===== src/rtl/decode_exec_ctrl.sv =====
// RV32I ID-stage control: immediate generation, ALU control and branch resolution,
// with decode results registered toward EX under enable/stall control.
module decode_exec_ctrl (
    input  logic        clk,
    input  logic        rst_n,
    input  logic [31:0] i_instr,
    input  logic [31:0] i_pc,
    input  logic [31:0] i_rs1_data,
    input  logic [31:0] i_rs2_data,
    input  logic        i_ce,
    input  logic        i_stall,
    output logic        o_flush,
    output logic [31:0] o_branch_pc,
    output logic        o_stall,
    output logic [31:0] o_imm_data,
    output logic [31:0] o_rs1_data,
    output logic [31:0] o_rs2_data,
    output logic [31:0] o_pc,
    output logic [6:0]  o_opcode,
    output logic [2:0]  o_func3,
    output logic [3:0]  o_alu_ctrl,
    output logic        o_ce
);

    localparam int unsigned XLEN = 32;

    localparam logic [6:0] OP_LOAD   = 7'b0000011;
    localparam logic [6:0] OP_IALU   = 7'b0010011;
    localparam logic [6:0] OP_AUIPC  = 7'b0010111;
    localparam logic [6:0] OP_STORE  = 7'b0100011;
    localparam logic [6:0] OP_RALU   = 7'b0110011;
    localparam logic [6:0] OP_LUI    = 7'b0110111;
    localparam logic [6:0] OP_BRANCH = 7'b1100011;
    localparam logic [6:0] OP_JALR   = 7'b1100111;
    localparam logic [6:0] OP_JAL    = 7'b1101111;

    localparam logic [3:0] ALU_ADD   = 4'b0000;
    localparam logic [3:0] ALU_SUB   = 4'b0001;
    localparam logic [3:0] ALU_SLL   = 4'b0010;
    localparam logic [3:0] ALU_SLT   = 4'b0011;
    localparam logic [3:0] ALU_SLTU  = 4'b0100;
    localparam logic [3:0] ALU_XOR   = 4'b0101;
    localparam logic [3:0] ALU_SRL   = 4'b0110;
    localparam logic [3:0] ALU_SRA   = 4'b0111;
    localparam logic [3:0] ALU_OR    = 4'b1000;
    localparam logic [3:0] ALU_AND   = 4'b1001;
    localparam logic [3:0] ALU_PASSB = 4'b1010;

    logic [6:0]      w_opcode;
    logic [2:0]      w_func3;
    logic [XLEN-1:0] w_imm;
    logic [3:0]      w_alu_fn;
    logic [3:0]      w_alu_ctrl;
    logic            w_eq;
    logic            w_lt;
    logic            w_ltu;
    logic            w_taken;
    logic [XLEN-1:0] w_branch_pc;

    logic [XLEN-1:0] r_imm_data;
    logic [XLEN-1:0] r_rs1_data;
    logic [XLEN-1:0] r_rs2_data;
    logic [XLEN-1:0] r_pc;
    logic [6:0]      r_opcode;
    logic [2:0]      r_func3;
    logic [3:0]      r_alu_ctrl;
    logic            r_ce;

    assign w_opcode = i_instr[6:0];
    assign w_func3  = i_instr[14:12];

    // Immediate generation by instruction format
    always_comb begin
        w_imm = '0;
        case (w_opcode)
            OP_LOAD, OP_IALU, OP_JALR:
                w_imm = {{20{i_instr[31]}}, i_instr[31:20]};
            OP_STORE:
                w_imm = {{20{i_instr[31]}}, i_instr[31:25], i_instr[11:7]};
            OP_BRANCH:
                w_imm = {{19{i_instr[31]}}, i_instr[31], i_instr[7],
                         i_instr[30:25], i_instr[11:8], 1'b0};
            OP_LUI, OP_AUIPC:
                w_imm = {i_instr[31:12], 12'b0};
            OP_JAL:
                w_imm = {{11{i_instr[31]}}, i_instr[31], i_instr[19:12],
                         i_instr[20], i_instr[30:21], 1'b0};
            default: w_imm = '0;
        endcase
    end

    // func3 decode shared by R and I ALU ops; only R-type may pick SUB
    always_comb begin
        w_alu_fn = ALU_ADD;
        case (w_func3)
            3'b000:  w_alu_fn = (w_opcode == OP_RALU && i_instr[30]) ? ALU_SUB : ALU_ADD;
            3'b001:  w_alu_fn = ALU_SLL;
            3'b010:  w_alu_fn = ALU_SLT;
            3'b011:  w_alu_fn = ALU_SLTU;
            3'b100:  w_alu_fn = ALU_XOR;
            3'b101:  w_alu_fn = i_instr[30] ? ALU_SRA : ALU_SRL;
            3'b110:  w_alu_fn = ALU_OR;
            default: w_alu_fn = ALU_AND;
        endcase
    end

    always_comb begin
        w_alu_ctrl = ALU_ADD;
        case (w_opcode)
            OP_RALU, OP_IALU: w_alu_ctrl = w_alu_fn;
            OP_LUI:           w_alu_ctrl = ALU_PASSB;
            OP_BRANCH:        w_alu_ctrl = ALU_SUB;
            default:          w_alu_ctrl = ALU_ADD;
        endcase
    end

    assign w_eq  = (i_rs1_data == i_rs2_data);
    assign w_lt  = ($signed(i_rs1_data) < $signed(i_rs2_data));
    assign w_ltu = (i_rs1_data < i_rs2_data);

    // Branch/jump resolution; target is PC-relative except for JALR
    always_comb begin
        w_taken     = 1'b0;
        w_branch_pc = i_pc + w_imm;
        case (w_opcode)
            OP_BRANCH: begin
                case (w_func3)
                    3'b000:  w_taken = w_eq;
                    3'b001:  w_taken = ~w_eq;
                    3'b100:  w_taken = w_lt;
                    3'b101:  w_taken = ~w_lt;
                    3'b110:  w_taken = w_ltu;
                    3'b111:  w_taken = ~w_ltu;
                    default: w_taken = 1'b0;
                endcase
            end
            OP_JAL:  w_taken = 1'b1;
            OP_JALR: begin
                w_taken     = 1'b1;
                w_branch_pc = (i_rs1_data + w_imm) & ~XLEN'(1);
            end
            default: w_taken = 1'b0;
        endcase
    end

    assign o_flush     = w_taken & i_ce & ~i_stall;
    assign o_branch_pc = w_branch_pc;
    assign o_stall     = i_stall;

    // ID/EX pipeline register; data holds unless a valid, unstalled instruction is present
    always_ff @(posedge clk) begin
        if (!rst_n) begin
            r_imm_data <= '0;
            r_rs1_data <= '0;
            r_rs2_data <= '0;
            r_pc       <= '0;
            r_opcode   <= '0;
            r_func3    <= '0;
            r_alu_ctrl <= '0;
            r_ce       <= 1'b0;
        end else begin
            r_ce <= i_ce & ~i_stall;
            if (i_ce && !i_stall) begin
                r_imm_data <= w_imm;
                r_rs1_data <= i_rs1_data;
                r_rs2_data <= i_rs2_data;
                r_pc       <= i_pc;
                r_opcode   <= w_opcode;
                r_func3    <= w_func3;
                r_alu_ctrl <= w_alu_ctrl;
            end
        end
    end

    assign o_imm_data = r_imm_data;
    assign o_rs1_data = r_rs1_data;
    assign o_rs2_data = r_rs2_data;
    assign o_pc       = r_pc;
    assign o_opcode   = r_opcode;
    assign o_func3    = r_func3;
    assign o_alu_ctrl = r_alu_ctrl;
    assign o_ce       = r_ce;

endmodule


===== config.mk =====
export PLATFORM = sky130hd
export DESIGN_NAME = decode_exec_ctrl
export DESIGN_NICKNAME = d
export VERILOG_FILES = /design/src/rtl/decode_exec_ctrl.sv
export SDC_FILE = /design/constraint.sdc
export NUM_CORES = 1
export LEC_CHECK = 0
export ABC_AREA = 0
export ABC_CLOCK_PERIOD_IN_PS = 4500
export CAP_MARGIN = 40
export CORE_UTILIZATION = 44
export CTS_BUF_LIST = sky130_fd_sc_hd__clkbuf_2
export DETAILED_ROUTE_END_ITERATION = 8
export PLACE_DENSITY_LB_ADDON = 0.12
export SYNTH_ARGS = -nofsm -noshare
export SYNTH_HDL_FRONTEND = slang
export SYNTH_SLANG_ARGS = --single-unit

===== constraint.sdc =====
create_clock -name clk -period 4.5 [get_ports clk]
set_input_delay 0.45 -clock clk [delete_from_list [all_inputs] [get_ports clk]]
set_output_delay 0.45 -clock clk [all_outputs]
set_load 0.05 [all_outputs]

==> PnR_summary.wiki <==
{| class="wikitable"
! Metric !! Value
|-
| Run status || complete, but fails checks
|-
| Violations in the final reports || DRC
|-
| Total vias in the final route || 11.20k
|-
| Slew of the pin with the lowest slew margin || 0.7950 ns
|-
| Dominant combinational cell family by area after synthesis || compound AO/OA/AOI/OAI gates
|-
| Number of enable flip-flop cells after synthesis || 0
|-
| Total Routed Length || 37930 um
|-
| Final weighted congestion in routability-driven placement || 0.9563
|-
| Unrepaired setup endpoints after global routing || yes
|-
| Clock transition at the register clock pins on the worst setup and hold paths after CTS || 0.22 ns
|-
| Clock tree from TritonCTS || built
|-
| DRC violation total after the first TritonRoute iteration || 658
|-
| FMAX || 226.0 MHz
|-
| Num rows || 54
|-
| End point of the worst hold path || o_opcode[6]$_SDFFE_PN0P_
|-
| Number of antenna-violating nets in the routed design || 0
|-
| Maximum vdd ir drop || 0.0001424 V
|-
| Fraction of the yosys area taken by sequential cells || 28.83%
|-
| Adder-cell share of the synthesized area || 12.12%
|-
| Hold Startpoint || i_instr[6]
|-
| Launch instance of the worst register-to-register path || o_rs2_data[11]$_SDFFE_PN0P_
|-
| Total Nets Final || 2021
|-
| Number of clock sinks || 143
|-
| Post-route minimum period || 4.424 ns
|-
| Synthesis warning total || 0
|-
| Number of unique standard cell types used by synthesis || 75
|-
| Critical Path Start Type || input port
|-
| Final clock period utilization by the worst path || 98.32%
|-
| Area fraction in compound gates after synthesis || 28.94%
|-
| Total power after layout || 0.003531 W
|-
| Port Buffer Count || 308
|-
| Ports placed on the boundary || 309
|-
| P per Cell Area || 214.9 nW/um^2
|-
| Crit path required time || 4.05 ns
|-
| Placeable core region || 21960 sq um
|-
| Number of global-route vias before repair || 11.21k
|-
| Cell leakage power || 7.265 nW
|-
| Critical path endpoint category || output port
|-
| Mapped Nets || 1511
|-
| Final HPWL DP || 28820 um
|-
| Post-detailed-route DRC marker count || 20
|-
| Chip width || 152.2 um
|-
| Xor and xnor area share after synthesis || 4.587%
|-
| Type of the worst setup path || in -> out
|-
| Die height || 152.2 um
|-
| Share of cells above drive strength 1 || 24.74%
|-
| Total instance count after detailed placement || 2021
|-
| Synthesized area per cell || 7.733 sq um
|-
| Area fraction of the dominant cell type after synthesis || 28.83%
|-
| Worst reg-to-reg setup slack || 3.75 ns
|-
| Level count of the clock H-tree || 4
|-
| Share of cell area taken by muxes after synthesis || 0.7308%
|-
| Total global-route track usage || 32.08%
|-
| Pin count of the biggest net entering global routing || 147
|-
| Post-synth top area cell || sky130_fd_sc_hd__dfxtp_1
|-
| Full die area || 23170 sq um
|-
| Worst skew pair latency || 0.75 ns
|-
| Number of instances on the worst hold path || 4
|-
| Worst-case headroom to the max-slew limit || 47.00%
|-
| Fin Clk Skew || 0 ns
|-
| Detailed-route wire length per cell || 18.16 um
|-
| Max Root-Sink Buffers || 2
|-
| Number of iterations in the first detailed-routing pass || 7
|-
| Peak fanout along the critical path || 5
|-
| Synthesis-stage register bit count || 143
|-
| Netlist area before placement || 9930 sq um
|-
| Prevailing post-synth register cell || sky130_fd_sc_hd__dfxtp_1
|-
| CTS buffer count || 17
|-
| Reg2Reg Capture Point || o_rs2_data[11]$_SDFFE_PN0P_
|-
| # setup viols final || 0
|-
| Root buf cell || sky130_fd_sc_hd__clkbuf_2
|-
| Depth of the worst register-to-register path || 2
|-
| Post-detailed-route via-to-cell ratio || 5.364
|-
| Number of standard cells after synthesis || 1284
|-
| Area Growth Syn to Fin || 65.49%
|-
| Number of cells in the finished layout apart from fillers || 2088
|-
| Number of pins exceeding their max-slew limit in the final report || 0
|-
| Class of the worst hold path || in -> reg
|-
| Wire length of the first global-routing pass || 58510 um
|-
| Arrival time reported for the critical path endpoint || 3.97 ns
|-
| Starting density of the core || 45.22%
|-
| Post-synthesis simple-gate area fraction || 20.34%
|-
| Antenna violations before repair || 2
|-
| Leading cell types by total area after synthesis || sky130_fd_sc_hd__dfxtp_1 (29%), sky130_fd_sc_hd__nand2_1 (12%), sky130_fd_sc_hd__ha_1 (12%)
|-
| Final hold violation count || 0
|-
| Maxcap violations || 0
|-
| Leading cell type by number of instances after synthesis || sky130_fd_sc_hd__nand2_1
|-
| Total overflow reported by the global router || 0
|-
| Leading post-synthesis cells by instance count || sky130_fd_sc_hd__nand2_1 (320), sky130_fd_sc_hd__dfxtp_1 (143), sky130_fd_sc_hd__a21boi_0 (140)
|-
| Fraction of synthesis flops using an asynchronous set or reset pin || 0%
|}
-- where the power goes --
part           switching (W)  internal [W]  total, W  leakage, nW
Combinational       0.000720      0.000585   0.00130         5.94
Sequential         0.0000232       0.00132   0.00134         1.17
Clock               0.000561      0.000324  0.000885        0.161
-- logic make-up (layout without fill, tap and decap cells) --
logic type / Yosys count / count (layout)
AO/OA/AOI/OAI: 405 / 405
XOR/XNOR: 52 / 52
adder cells (fa/ha/maj): 95 / 95
buffers and inverters: 116 / 639
flip-flops: 143 / 143
multiplexers: 7 / 7
other: 0 / 1
AND/OR/NAND/NOR: 466 / 466
-- worst max-delay path by stage --
stage,from,endpoint,slack (ns),cells past startpoint
detailed placement,i_instr[0],o_branch_pc[31],-0.64,20
finish,i_instr[3],o_branch_pc[31],0.08,22
floorplan,i_instr[4],o_branch_pc[30],-0.05,16
CTS,i_instr[4],o_branch_pc[24],-0.03,21
global placement,i_instr[0],o_branch_pc[31],-0.59,20
global route,i_instr[3],o_branch_pc[30],-0.09,20
-- critical path, cell delays in order --
cell                        delay, ns
sky130_fd_sc_hd__buf_6           0.09
sky130_fd_sc_hd__nand3b_4        0.17
sky130_fd_sc_hd__buf_8           0.15
sky130_fd_sc_hd__nor4b_4         0.28
sky130_fd_sc_hd__and2_4          0.22
sky130_fd_sc_hd__buf_6           0.10
sky130_fd_sc_hd__a21o_4          0.11
sky130_fd_sc_hd__buf_4           0.11
sky130_fd_sc_hd__ha_1            0.23
sky130_fd_sc_hd__a21o_1          0.19
sky130_fd_sc_hd__a21o_1          0.19
sky130_fd_sc_hd__a21oi_2         0.19
sky130_fd_sc_hd__a31o_2          0.19
sky130_fd_sc_hd__inv_1           0.05
sky130_fd_sc_hd__o2111ai_1       0.10
sky130_fd_sc_hd__a21oi_1         0.09
sky130_fd_sc_hd__a211o_1         0.26
sky130_fd_sc_hd__xnor2_2         0.15
sky130_fd_sc_hd__mux2i_2         0.20
sky130_fd_sc_hd__buf_4           0.17
sky130_fd_sc_hd__xnor2_4         0.12
sky130_fd_sc_hd__buf_12          0.15
-- metrics by stage --
stage | hold slack (ns) | instance area [sq um] | utilization, % | setup WS (ns) | setup TNS (ns)
floorplan | 0.5949 | 9963 | - | -0.05192 | -0.05877
global placement | 0.4504 | 15120 | 68.84 | -0.5896 | -8.449
detailed placement | 0.4566 | 15120 | 68.84 | -0.6362 | -9.829
CTS | 0.08026 | 15880 | 72.30 | -0.02924 | -0.04408
global route | 0.05985 | 16430 | 74.83 | -0.09370 | -0.3383
finish | 0.09145 | 16430 | 74.83 | 0.07553 | 0
-- what timing repair did --
item	in CTS	in global routing
buffers inserted	14	17
pin swaps	38	64
hold buffers	6	0
endpoints found under the setup margin	24	18
hold endpoints to repair	6	0
resized for setup	103	80
-- registers in the layout, summed over array words and instances (netlist names) --
name	count
o_imm_data	32
o_pc	32
o_rs1_data	32
o_rs2_data	32
o_opcode	7
o_alu_ctrl	4
o_func3	3
o_ce	1
-- routing by layer --
layer  part of all wire (%)  global-route usage (%)  up-vias  routed length [um]
met5                  0.029                       0        -                  11
met4                    4.5                   15.50        2                1708
met3                    6.1                   6.883      101                2312
met2                     49                   56.37      387               18660
met1                     40                   36.93     5247               15240
li1                       -                       -     5463                   -
-- area by class of cell --
class	instances	area (sq um)
Tap cell	280	350.3
Clock buffer	18	90.09
Sequential cell	143	2863
Clock inverter	14	177.7
Antenna cell	1	2.502
Multi-Input combinational cell	1025	7395
Inverter	53	198.9
Timing Repair Buffer	554	5355
Fill cell	1715	5527
-- cell usage in the layout, fill, tap and decap left out, types with 21 or more instances in the layout --
master                              n
sky130_fd_sc_hd__nand2_1          316
sky130_fd_sc_hd__clkdlybuf4s50_1  266
sky130_fd_sc_hd__buf_4            224
sky130_fd_sc_hd__dfxtp_1          143
sky130_fd_sc_hd__a21boi_0         138
sky130_fd_sc_hd__ha_1              71
sky130_fd_sc_hd__a21oi_1           60
sky130_fd_sc_hd__inv_1             52
sky130_fd_sc_hd__a21o_1            51
sky130_fd_sc_hd__nor2_1            36
sky130_fd_sc_hd__buf_12            36
sky130_fd_sc_hd__o21ai_0           34
sky130_fd_sc_hd__xnor2_1           27
sky130_fd_sc_hd__xor2_1            21
(Power assumes the default switching activity.)
